==> src/rtl/accel_pkg.sv <==
// Shared LIS3DH register map, SPI command bits, FSM/phase enums and sample type
// for the accelerometer poller and its SPI transaction controller.
package accel_pkg;

   localparam logic [7:0] REG_CTRL1   = 8'h20;
   localparam logic [7:0] REG_WHOAMI  = 8'h0F;
   localparam logic [7:0] REG_OUT_X_L = 8'h28;
   localparam logic [7:0] REG_OUT_X_H = 8'h29;
   localparam logic [7:0] REG_OUT_Y_L = 8'h2A;
   localparam logic [7:0] REG_OUT_Y_H = 8'h2B;
   localparam logic [7:0] REG_OUT_Z_L = 8'h2C;
   localparam logic [7:0] REG_OUT_Z_H = 8'h2D;

   localparam logic [7:0] SPI_RD_BIT = 8'h80;
   localparam logic [7:0] SPI_AI_BIT = 8'h40;

   localparam logic [5:0] NBITS_REG = 6'd16;
   localparam logic [5:0] NBITS_XYZ = 6'd24;

   localparam int INIT_CYCLES = 1024;

   typedef enum logic [3:0] {
      INIT_WAIT,
      WR_CTRL,
      RD_ID,
      IDLE,
      RD_X,
      RD_Y,
      RD_Z,
      PUBLISH,
      ERROR
   } poll_state_e;

   typedef enum logic [1:0] {
      T_IDLE,
      T_WAIT_LO,
      T_WAIT_HI
   } txn_phase_e;

   typedef logic signed [15:0] axis_t;

   function automatic logic [7:0] rd_cmd(input logic [7:0] addr,
                                         input logic       ai);
      rd_cmd = addr | SPI_RD_BIT | (ai ? SPI_AI_BIT : 8'h00);
   endfunction

endpackage

==> src/rtl/spi_txn_ctrl.sv <==
// One request/ready handshake with spi_master: issue, wait busy, wait idle, capture.
// Ports: start_i/mosi_i/nbits_i from FSM; spi_* to spi_master; done_o/rdata_o/timeout_o back.
module spi_txn_ctrl
   import accel_pkg::*;
#(
   parameter int TIMEOUT = 4096
) (
   input  logic        clk_i,
   input  logic        rst_i,
   input  logic        start_i,
   input  logic [31:0] mosi_i,
   input  logic [5:0]  nbits_i,
   input  logic        spi_ready_i,
   input  logic [15:0] spi_miso_i,
   output logic [31:0] spi_mosi_o,
   output logic [5:0]  spi_nbits_o,
   output logic        spi_request_o,
   output logic        done_o,
   output logic [15:0] rdata_o,
   output logic        timeout_o
);

   localparam int TW = $clog2(TIMEOUT + 1);

   txn_phase_e    ph_q, ph_d;
   logic [TW-1:0] tmr_q, tmr_d;
   logic [31:0]   mosi_q, mosi_d;
   logic [5:0]    nbits_q, nbits_d;
   logic          req_q, req_d;

   assign spi_mosi_o    = mosi_q;
   assign spi_nbits_o   = nbits_q;
   assign spi_request_o = req_q;
   assign rdata_o       = spi_miso_i;

   always_comb begin
      ph_d      = ph_q;
      tmr_d     = tmr_q;
      mosi_d    = mosi_q;
      nbits_d   = nbits_q;
      req_d     = 1'b0;
      done_o    = 1'b0;
      timeout_o = 1'b0;
      unique case (ph_q)
         T_IDLE: begin
            if (start_i && spi_ready_i) begin
               mosi_d  = mosi_i;
               nbits_d = nbits_i;
               req_d   = 1'b1;
               tmr_d   = '0;
               ph_d    = T_WAIT_LO;
            end
         end
         T_WAIT_LO: begin
            if (!spi_ready_i) ph_d = T_WAIT_HI;
         end
         T_WAIT_HI: begin
            if (spi_ready_i) begin
               done_o = 1'b1;
               ph_d   = T_IDLE;
            end
         end
         default: ph_d = T_IDLE;
      endcase
      // timer counts edges since the request edge; the last allowed
      // edge is TIMEOUT after it
      if (ph_q != T_IDLE && !done_o) begin
         if (tmr_q == TW'(TIMEOUT - 1)) begin
            timeout_o = 1'b1;
            ph_d      = T_IDLE;
         end else begin
            tmr_d = tmr_q + 1'b1;
         end
      end
   end

   always_ff @(posedge clk_i or posedge rst_i) begin
      if (rst_i) begin
         ph_q    <= T_IDLE;
         tmr_q   <= '0;
         mosi_q  <= '0;
         nbits_q <= '0;
         req_q   <= 1'b0;
      end else begin
         ph_q    <= ph_d;
         tmr_q   <= tmr_d;
         mosi_q  <= mosi_d;
         nbits_q <= nbits_d;
         req_q   <= req_d;
      end
   end

endmodule

==> src/rtl/accel_xyz_poller.sv <==
// LIS3DH sequencer: configure, check WHO_AM_I, poll X/Y/Z at a fixed rate.
// Ports: clk_in/rst; spi_* to spi_master; sample_*/sample_valid, id_ok, error out.
module accel_xyz_poller
   import accel_pkg::*;
#(
   parameter int         POLL_DIV   = 120000,
   parameter logic [7:0] CTRL1_VAL  = 8'h77,
   parameter logic [7:0] WHOAMI_VAL = 8'h33,
   parameter int         TIMEOUT    = 4096
) (
   input  logic        clk_in,
   input  logic        rst,
   output logic [31:0] spi_mosi_data,
   input  logic [31:0] spi_miso_data,
   output logic [5:0]  spi_nbits,
   output logic        spi_request,
   input  logic        spi_ready,
   output logic [15:0] sample_x,
   output logic [15:0] sample_y,
   output logic [15:0] sample_z,
   output logic        sample_valid,
   output logic        id_ok,
   output logic        error
);

   poll_state_e state_q, state_d;
   logic [9:0]  wait_q, wait_d;
   logic [23:0] poll_q, poll_d;
   logic        pend_q, pend_d;
   axis_t       x_q, x_d, y_q, y_d, z_q, z_d;
   axis_t       sx_q, sx_d, sy_q, sy_d, sz_q, sz_d;
   logic        valid_q, valid_d;
   logic        idok_q, idok_d;

   logic        tick;
   logic        start;
   logic [31:0] cmd_word;
   logic [5:0]  cmd_nbits;
   logic        done;
   logic [15:0] rdata;
   logic        tmo;

   // received bits above the longest transaction are don't-care
   logic        miso_unused;
   assign miso_unused = ^spi_miso_data[31:16];

   spi_txn_ctrl #(
      .TIMEOUT(TIMEOUT)
   ) u_txn (
      .clk_i        (clk_in),
      .rst_i        (rst),
      .start_i      (start),
      .mosi_i       (cmd_word),
      .nbits_i      (cmd_nbits),
      .spi_ready_i  (spi_ready),
      .spi_miso_i   (spi_miso_data[15:0]),
      .spi_mosi_o   (spi_mosi_data),
      .spi_nbits_o  (spi_nbits),
      .spi_request_o(spi_request),
      .done_o       (done),
      .rdata_o      (rdata),
      .timeout_o    (tmo)
   );

   assign tick         = idok_q && (poll_q == 24'(POLL_DIV - 1));
   assign sample_x     = sx_q;
   assign sample_y     = sy_q;
   assign sample_z     = sz_q;
   assign sample_valid = valid_q;
   assign id_ok        = idok_q;
   assign error        = (state_q == ERROR);

   always_comb begin
      state_d   = state_q;
      wait_d    = wait_q;
      pend_d    = pend_q;
      x_d       = x_q;
      y_d       = y_q;
      z_d       = z_q;
      sx_d      = sx_q;
      sy_d      = sy_q;
      sz_d      = sz_q;
      valid_d   = 1'b0;
      idok_d    = idok_q;
      start     = 1'b0;
      cmd_word  = '0;
      cmd_nbits = NBITS_REG;
      poll_d    = '0;
      if (idok_q) poll_d = tick ? '0 : poll_q + 1'b1;
      // one pending slot: extra ticks during a busy poll are dropped
      if (tick && state_q != IDLE) pend_d = 1'b1;
      unique case (state_q)
         INIT_WAIT: begin
            if (wait_q == 10'(INIT_CYCLES - 1)) state_d = WR_CTRL;
            else wait_d = wait_q + 1'b1;
         end
         WR_CTRL: begin
            start    = 1'b1;
            cmd_word = {16'h0, REG_CTRL1, CTRL1_VAL};
            if (done) state_d = RD_ID;
         end
         RD_ID: begin
            start    = 1'b1;
            cmd_word = {16'h0, rd_cmd(REG_WHOAMI, 1'b0), 8'h00};
            if (done) begin
               if (rdata[7:0] == WHOAMI_VAL) begin
                  idok_d  = 1'b1;
                  state_d = IDLE;
               end else begin
                  state_d = ERROR;
               end
            end
         end
         IDLE: begin
            if (tick || pend_q) begin
               pend_d  = 1'b0;
               state_d = RD_X;
            end
         end
         // first data byte is the L register, second the H register
         RD_X: begin
            start     = 1'b1;
            cmd_nbits = NBITS_XYZ;
            cmd_word  = {8'h0, rd_cmd(REG_OUT_X_L, 1'b1), 16'h0};
            if (done) begin
               x_d     = {rdata[7:0], rdata[15:8]};
               state_d = RD_Y;
            end
         end
         RD_Y: begin
            start     = 1'b1;
            cmd_nbits = NBITS_XYZ;
            cmd_word  = {8'h0, rd_cmd(REG_OUT_Y_L, 1'b1), 16'h0};
            if (done) begin
               y_d     = {rdata[7:0], rdata[15:8]};
               state_d = RD_Z;
            end
         end
         RD_Z: begin
            start     = 1'b1;
            cmd_nbits = NBITS_XYZ;
            cmd_word  = {8'h0, rd_cmd(REG_OUT_Z_L, 1'b1), 16'h0};
            if (done) begin
               z_d     = {rdata[7:0], rdata[15:8]};
               state_d = PUBLISH;
            end
         end
         PUBLISH: begin
            sx_d    = x_q;
            sy_d    = y_q;
            sz_d    = z_q;
            valid_d = 1'b1;
            state_d = IDLE;
         end
         ERROR: state_d = ERROR;
         default: state_d = ERROR;
      endcase
      if (tmo) state_d = ERROR;
   end

   always_ff @(posedge clk_in or posedge rst) begin
      if (rst) begin
         state_q <= INIT_WAIT;
         wait_q  <= '0;
         poll_q  <= '0;
         pend_q  <= 1'b0;
         x_q     <= '0;
         y_q     <= '0;
         z_q     <= '0;
         sx_q    <= '0;
         sy_q    <= '0;
         sz_q    <= '0;
         valid_q <= 1'b0;
         idok_q  <= 1'b0;
      end else begin
         state_q <= state_d;
         wait_q  <= wait_d;
         poll_q  <= poll_d;
         pend_q  <= pend_d;
         x_q     <= x_d;
         y_q     <= y_d;
         z_q     <= z_d;
         sx_q    <= sx_d;
         sy_q    <= sy_d;
         sz_q    <= sz_d;
         valid_q <= valid_d;
         idok_q  <= idok_d;
      end
   end

endmodule

==> config.mk <==
export PLATFORM = sky130hd
export DESIGN_NAME = accel_xyz_poller
export DESIGN_NICKNAME = d
export VERILOG_FILES = /design/src/rtl/accel_pkg.sv /design/src/rtl/spi_txn_ctrl.sv /design/src/rtl/accel_xyz_poller.sv
export SDC_FILE = /design/constraint.sdc
export NUM_CORES = 1
export LEC_CHECK = 0
export CELL_PAD_IN_SITES_DETAIL_PLACEMENT = 2
export CELL_PAD_IN_SITES_GLOBAL_PLACEMENT = 2
export CORE_MARGIN = 1.5
export CORE_UTILIZATION = 38
export DETAILED_ROUTE_END_ITERATION = 10
export GPL_ROUTABILITY_DRIVEN = 0
export PLACE_DENSITY = 0.95
export SETUP_SLACK_MARGIN = 0.05
export SLEW_MARGIN = 20
export SYNTH_ARGS = -nofsm -noshare
export SYNTH_HDL_FRONTEND = slang
export SYNTH_SLANG_ARGS = --single-unit
==> constraint.sdc <==
create_clock -name clk_in -period 9.1 [get_ports clk_in]
set_clock_uncertainty 0.15 [all_clocks]
set_input_delay 0.91 -clock clk_in [delete_from_list [all_inputs] [get_ports clk_in]]
set_output_delay 0.91 -clock clk_in [all_outputs]
set_load 0.05 [all_outputs]
Yosys cells after proc, flatten, opt, wreduce, memory -nomap -nowiden

Index checks and enable logic that the tools add are counted.

Word-level logic and storage cells: 96
Register bits after elaboration: 191
Bits of input ports: 35
Output and inout port bits: 90

Reductions and logical operators: 18
Add/sub/neg operators: 3
Equality and inequality tests: 22
Bitwise operators: 1
Mux-type cells: 35

Operators by type and width:

| operator                                                           | number |
|---|---|
| 24-bit case mux with 5 select lines                                | 1 |
| 13-bit 2-to-1 mux                                                  | 4 |
| 24-bit 2-to-1 mux                                                  | 2 |
| 4-bit 2-to-1 mux                                                   | 10 |
| 4-bit case mux with 8 select lines                                 | 1 |
| 24-bit by 1-bit adder with 24-bit output (second input constant)   | 1 |
| 24-bit by 17-bit == test with 1-bit output (second input constant) | 1 |
| 3-bit inequality test (second input constant)                      | 7 |
| 4-bit by 3-bit == test with 1-bit output (second input constant)   | 4 |
| 13-bit by 1-bit adder with 13-bit output (second input constant)   | 1 |
| 13-bit by 12-bit == test with 1-bit output (second input constant) | 1 |
| 1-bit 2-to-1 mux                                                   | 11 |
| 10-bit by 1-bit adder with 10-bit output (second input constant)   | 1 |
| 10-bit == test (second input constant)                             | 1 |
| 2-bit 2-to-1 mux                                                   | 5 |
| 2-bit AND reduction                                                | 5 |
| 4-bit by 2-bit == test with 1-bit output (second input constant)   | 2 |
| 8-bit by 6-bit == test with 1-bit output (second input constant)   | 1 |
| 7-bit AND reduction                                                | 1 |
| 2-bit case mux with 3 select lines                                 | 1 |
| 5-bit OR reduction                                                 | 1 |
| 4-bit by 1-bit == test with 1-bit output (second input constant)   | 1 |
| 4-bit == test (second input constant)                              | 1 |
| 1-bit logical AND                                                  | 4 |
| 11 further kinds                                                   | 11 |

Logic depth before layout (Yosys ltp)

Depth after elaboration: 8
Depth in mapped cells: 8
Gate-level depth less buffers: 6

Modules after synthesis

Synthesis repeated with hierarchy kept, for this count alone.

Cells, all modules: 698
Area, all modules: 8216.6 sq um

By module, submodules not included:

| module           | cells each | seq. area each (sq um) | area an instance (sq um) | instances |
|---|---|---|---|---|
| accel_xyz_poller | 437        | 3428.3                 | 5750.5                   | 1 |
| spi_txn_ctrl     | 261        | 1351.3                 | 2466.1                   | 1 |

Least setup slack after synthesis

OpenSTA, ideal clock, no wires.

Path type: register -> output
From: reg state_q[0]
To: out error
Required time: 8040 ps
Arrival: 1893 ps
Path buffers: 1
Cell stages (with the launch flop): 4
Path slack: 6147 ps
Cell sequence: dfrtp_1 > buf_6 > or2_4 > nor3b_1

Word-level cells in the longest chain between the ends: 1

RTL lines:

| what                     | line                    | text |
|---|---|---|
| start: declaration       | accel_xyz_poller.sv:26  | `poll_state_e state_q, state_d;` |
| start signal: assignment | accel_xyz_poller.sv:176 | `state_q <= state_d;` |
| 4-bit == test            | accel_xyz_poller.sv:71  | `assign error = (state_q == ERROR);` |
| end: declaration         | accel_xyz_poller.sv:23  | `output logic error` |

No other way between the ends.

Worst setup path in the final report

Ends and elaborated chain as after synthesis.

==> results.json <==
{
  "hold-path-cell-count": 2,
  "syn_avg_cell_area_um2": 12.7,
  "io_buffers": 90,
  "ys_seq_elements": 159,
  "cts_buffers": 17,
  "root_buffer": "clkbuf_16",
  "slew_headroom_pct": 31.9,
  "crit_family": "buffers and inverters",
  "synthCells": 548,
  "regToRegSetupSlack_ps": 6360,
  "placedCellCount": 833,
  "cp_max_fo": 9,
  "post-dp-hpwl_um": 12400,
  "firstDrtPassIters": 5,
  "cp_slowest_cell": "clkdlybuf4s50_1",
  "p_leak_uw": 0.00393,
  "crit_buf_inv": 1,
  "max_freq_ghz": 0.293,
  "yosysUniqueCellTypes": 57,
  "vias": 4596,
  "maxCapViolCount": 0,
  "final_nets": 661,
  "hp-class": "flop to flop",
  "r2r_start": "poll_q[2]$_DFF_PP0_",
  "grt_usage_pct": 23.5,
  "critical_path_class": "flop to output pin",
  "endpoint": "error",
  "grt_pass1_vias": 5404,
  "arrival_ps": 2350,
  "core_mm2": 0.0180,
  "endpoint_kind": "output pin",
  "crit_start": "state_q[0]$_DFFE_PP0P_",
  "routed_wl_um": 21400,
  "finalHoldViolCount": 0,
  "cts_setup_buffers": 0,
  "cts_max_level": 4,
  "via_per_inst": 5.31,
  "critPathLaunchType": "flop",
  "fin_area_mm2": 0.00850,
  "r2r-end": "poll_q[1]$_DFF_PP0_",
  "syn_area_mm2": 0.00698,
  "synth_edf_count": 0,
  "timing.critical_path.cells": "or2_4, nor3b_1, clkdlybuf4s50_1",
  "dieArea_mm2": 0.0192,
  "post_dp_cell_area_mm2": 0.00788,
  "cts.repair.resized": 0,
  "finalMaxSlewViolations": 0,
  "rsz0062_at_grt": "no",
  "worst-path-stages": 3,
  "worstPathRequired_ps": 8040,
  "min_period_ps": 3410,
  "fin_crit_sh_pct": 37.4,
  "cts_tree": "done",
  "syn_to_final_growth_pct": 21.9,
  "whs_ps": 337,
  "drive_gt1_share_pct": 22.6,
  "drt_iter0_drc": 219,
  "initial_utilization_pct": 38.8,
  "die_h_um": 138,
  "clockBufferDepth": 2,
  "antenna_found_initial": 0,
  "clk_latency_ps": 440,
  "worst-slew-pin-transition_ps": 1020,
  "outcome": "finished, final reports clean",
  "synth_top_flop_cell": "dfrtp_1",
  "cpPeakStageDelay_ps": 860,
  "clkTransAtPathRegs_ps": 60,
  "setup_violations": 0,
  "post-route-util_pct": 47.3,
  "placementRows": 49,
  "cts.sinks": 159,
  "layout_commonest_cell": "dfrtp_1",
  "drt_drc_violations_left": 0,
  "n_antenna_cell": 0,
  "grt_pass1_wl_um": 34100,
  "die-width_um": 138,
  "postCtsHoldBufs": 0,
  "grt_max_degree": 95,
  "wl_per_cell_um": 24.8,
  "ant_nets": 0,
  "ys_warn_count": 0,
  "r2r_cells": 5,
  "synthArstFlopShare_pct": 100,
  "irDropWorstVdd_mv": 0.122,
  "fin_tns_setup_ps": 0,
  "power_density_mw_per_mm2": 181,
  "instances_no_fill": 865,
  "grt-ovfl-total": 0,
  "final_cell_mix": "dfrtp_1 (159), clkdlybuf4s50_1 (90), mux2_2 (88)",
  "ys_seq_area_share_pct": 57.0,
  "boundaryPins": 125
}
worst min-delay path by stage:
stage                                      from                                to  slack, ps
6_report       u_txn.spi_mosi_o[18]$_DFFE_PP0P_  u_txn.spi_mosi_o[18]$_DFFE_PP0P_        340
5_1_grt                   wait_q[8]$_DFFE_PP0P_             wait_q[8]$_DFFE_PP0P_        360
4_1_cts                   wait_q[8]$_DFFE_PP0P_             wait_q[8]$_DFFE_PP0P_        340
3_5_place_dp   u_txn.spi_nbits_o[4]$_DFFE_PP0P_  u_txn.spi_nbits_o[4]$_DFFE_PP0P_        310
3_3_place_gp                poll_q[0]$_DFF_PP0_               poll_q[0]$_DFF_PP0_        290
2_1_floorplan               poll_q[0]$_DFF_PP0_               poll_q[0]$_DFF_PP0_        270
stage by stage:
step / total power [uW] / worst slack (ps)
final: 1540 / 5690
after global routing: 1580 / 5620
after CTS: 1550 / 5680
after floorplan: 761 / 3750
after global placement: 770 / 5950
after detailed placement: 773 / 5890
layout make-up:
| cell class | count | area (um^2) |
|---|---|---|
| clock buffers | 21 | 470 |
| clock inverters | 11 | 154 |
| fillers | 1738 | 9460 |
| inverters | 9 | 38.8 |
| multi-input cells | 343 | 2650 |
| flip-flops and latches | 159 | 3980 |
| well taps | 229 | 287 |
| repair buffers | 93 | 923 |
power by group:
part           switching [uW]  internal, uW  total, uW  leakage, uW
logic                    40.4          10.2       50.5      0.00142
registers                2.91           708        711      0.00221
clock network             317           457        774     0.000300
total                     361          1180       1540      0.00393
sequential cells by signal, indices dropped and copies added, names as in the netlist:
signal / count
id_ok: 1
pend_q: 1
poll_q: 24
sample_valid: 1
sample_x: 16
sample_y: 16
sample_z: 16
state_q: 4
u_txn.ph_q: 2
u_txn.spi_mosi_o: 5
u_txn.spi_nbits_o: 1
u_txn.spi_request_o: 1
u_txn.tmr_q: 13
wait_q: 10
x_q: 16
y_q: 16
z_q: 16
kinds of logic after synthesis:
logic type | count (synthesis) | share of synthesized area (%)
AOI/OAI and AO/OA | 35 | 3.50
xor gates and xnor gates | 34 | 4.27
adders and majority gates | 3 | 0.538
buffers and inverters | 63 | 6.01
DFF | 159 | 57.0
muxes | 102 | 16.9
other | 1 | 0.0538
and+or+nand+nor | 151 | 11.7
synthesized netlist by cell type, drive strengths merged (6+ instances only):
cell	instances	area (um^2)
and3	6	37.5
nand2	25	93.8
xor2	10	87.6
nand2b	7	43.8
nand3	18	90.1
xnor2	24	210
nor2	41	169
o21ai	8	40.0
nor3	15	80.1
a21oi	6	30.0
dfrtp	159	3980
buf	51	374
inv	9	33.8
mux2	98	1140
nand4	11	90.1
worst min-delay path, stage by stage, from the launching register on:
cell and delay (ps):
dfrtp_1 340, nand2_1 60, o31ai_1 60
routing by layer:
layer	up-vias	global-route usage, %	part of all wire (%)
met1	2446	26.7	40
met4	0	8.09	2.0
met3	33	5.23	3.6
met5	-	0	0
met2	109	43.3	55
li1	2008	-	-
(Power assumes the default switching activity.)
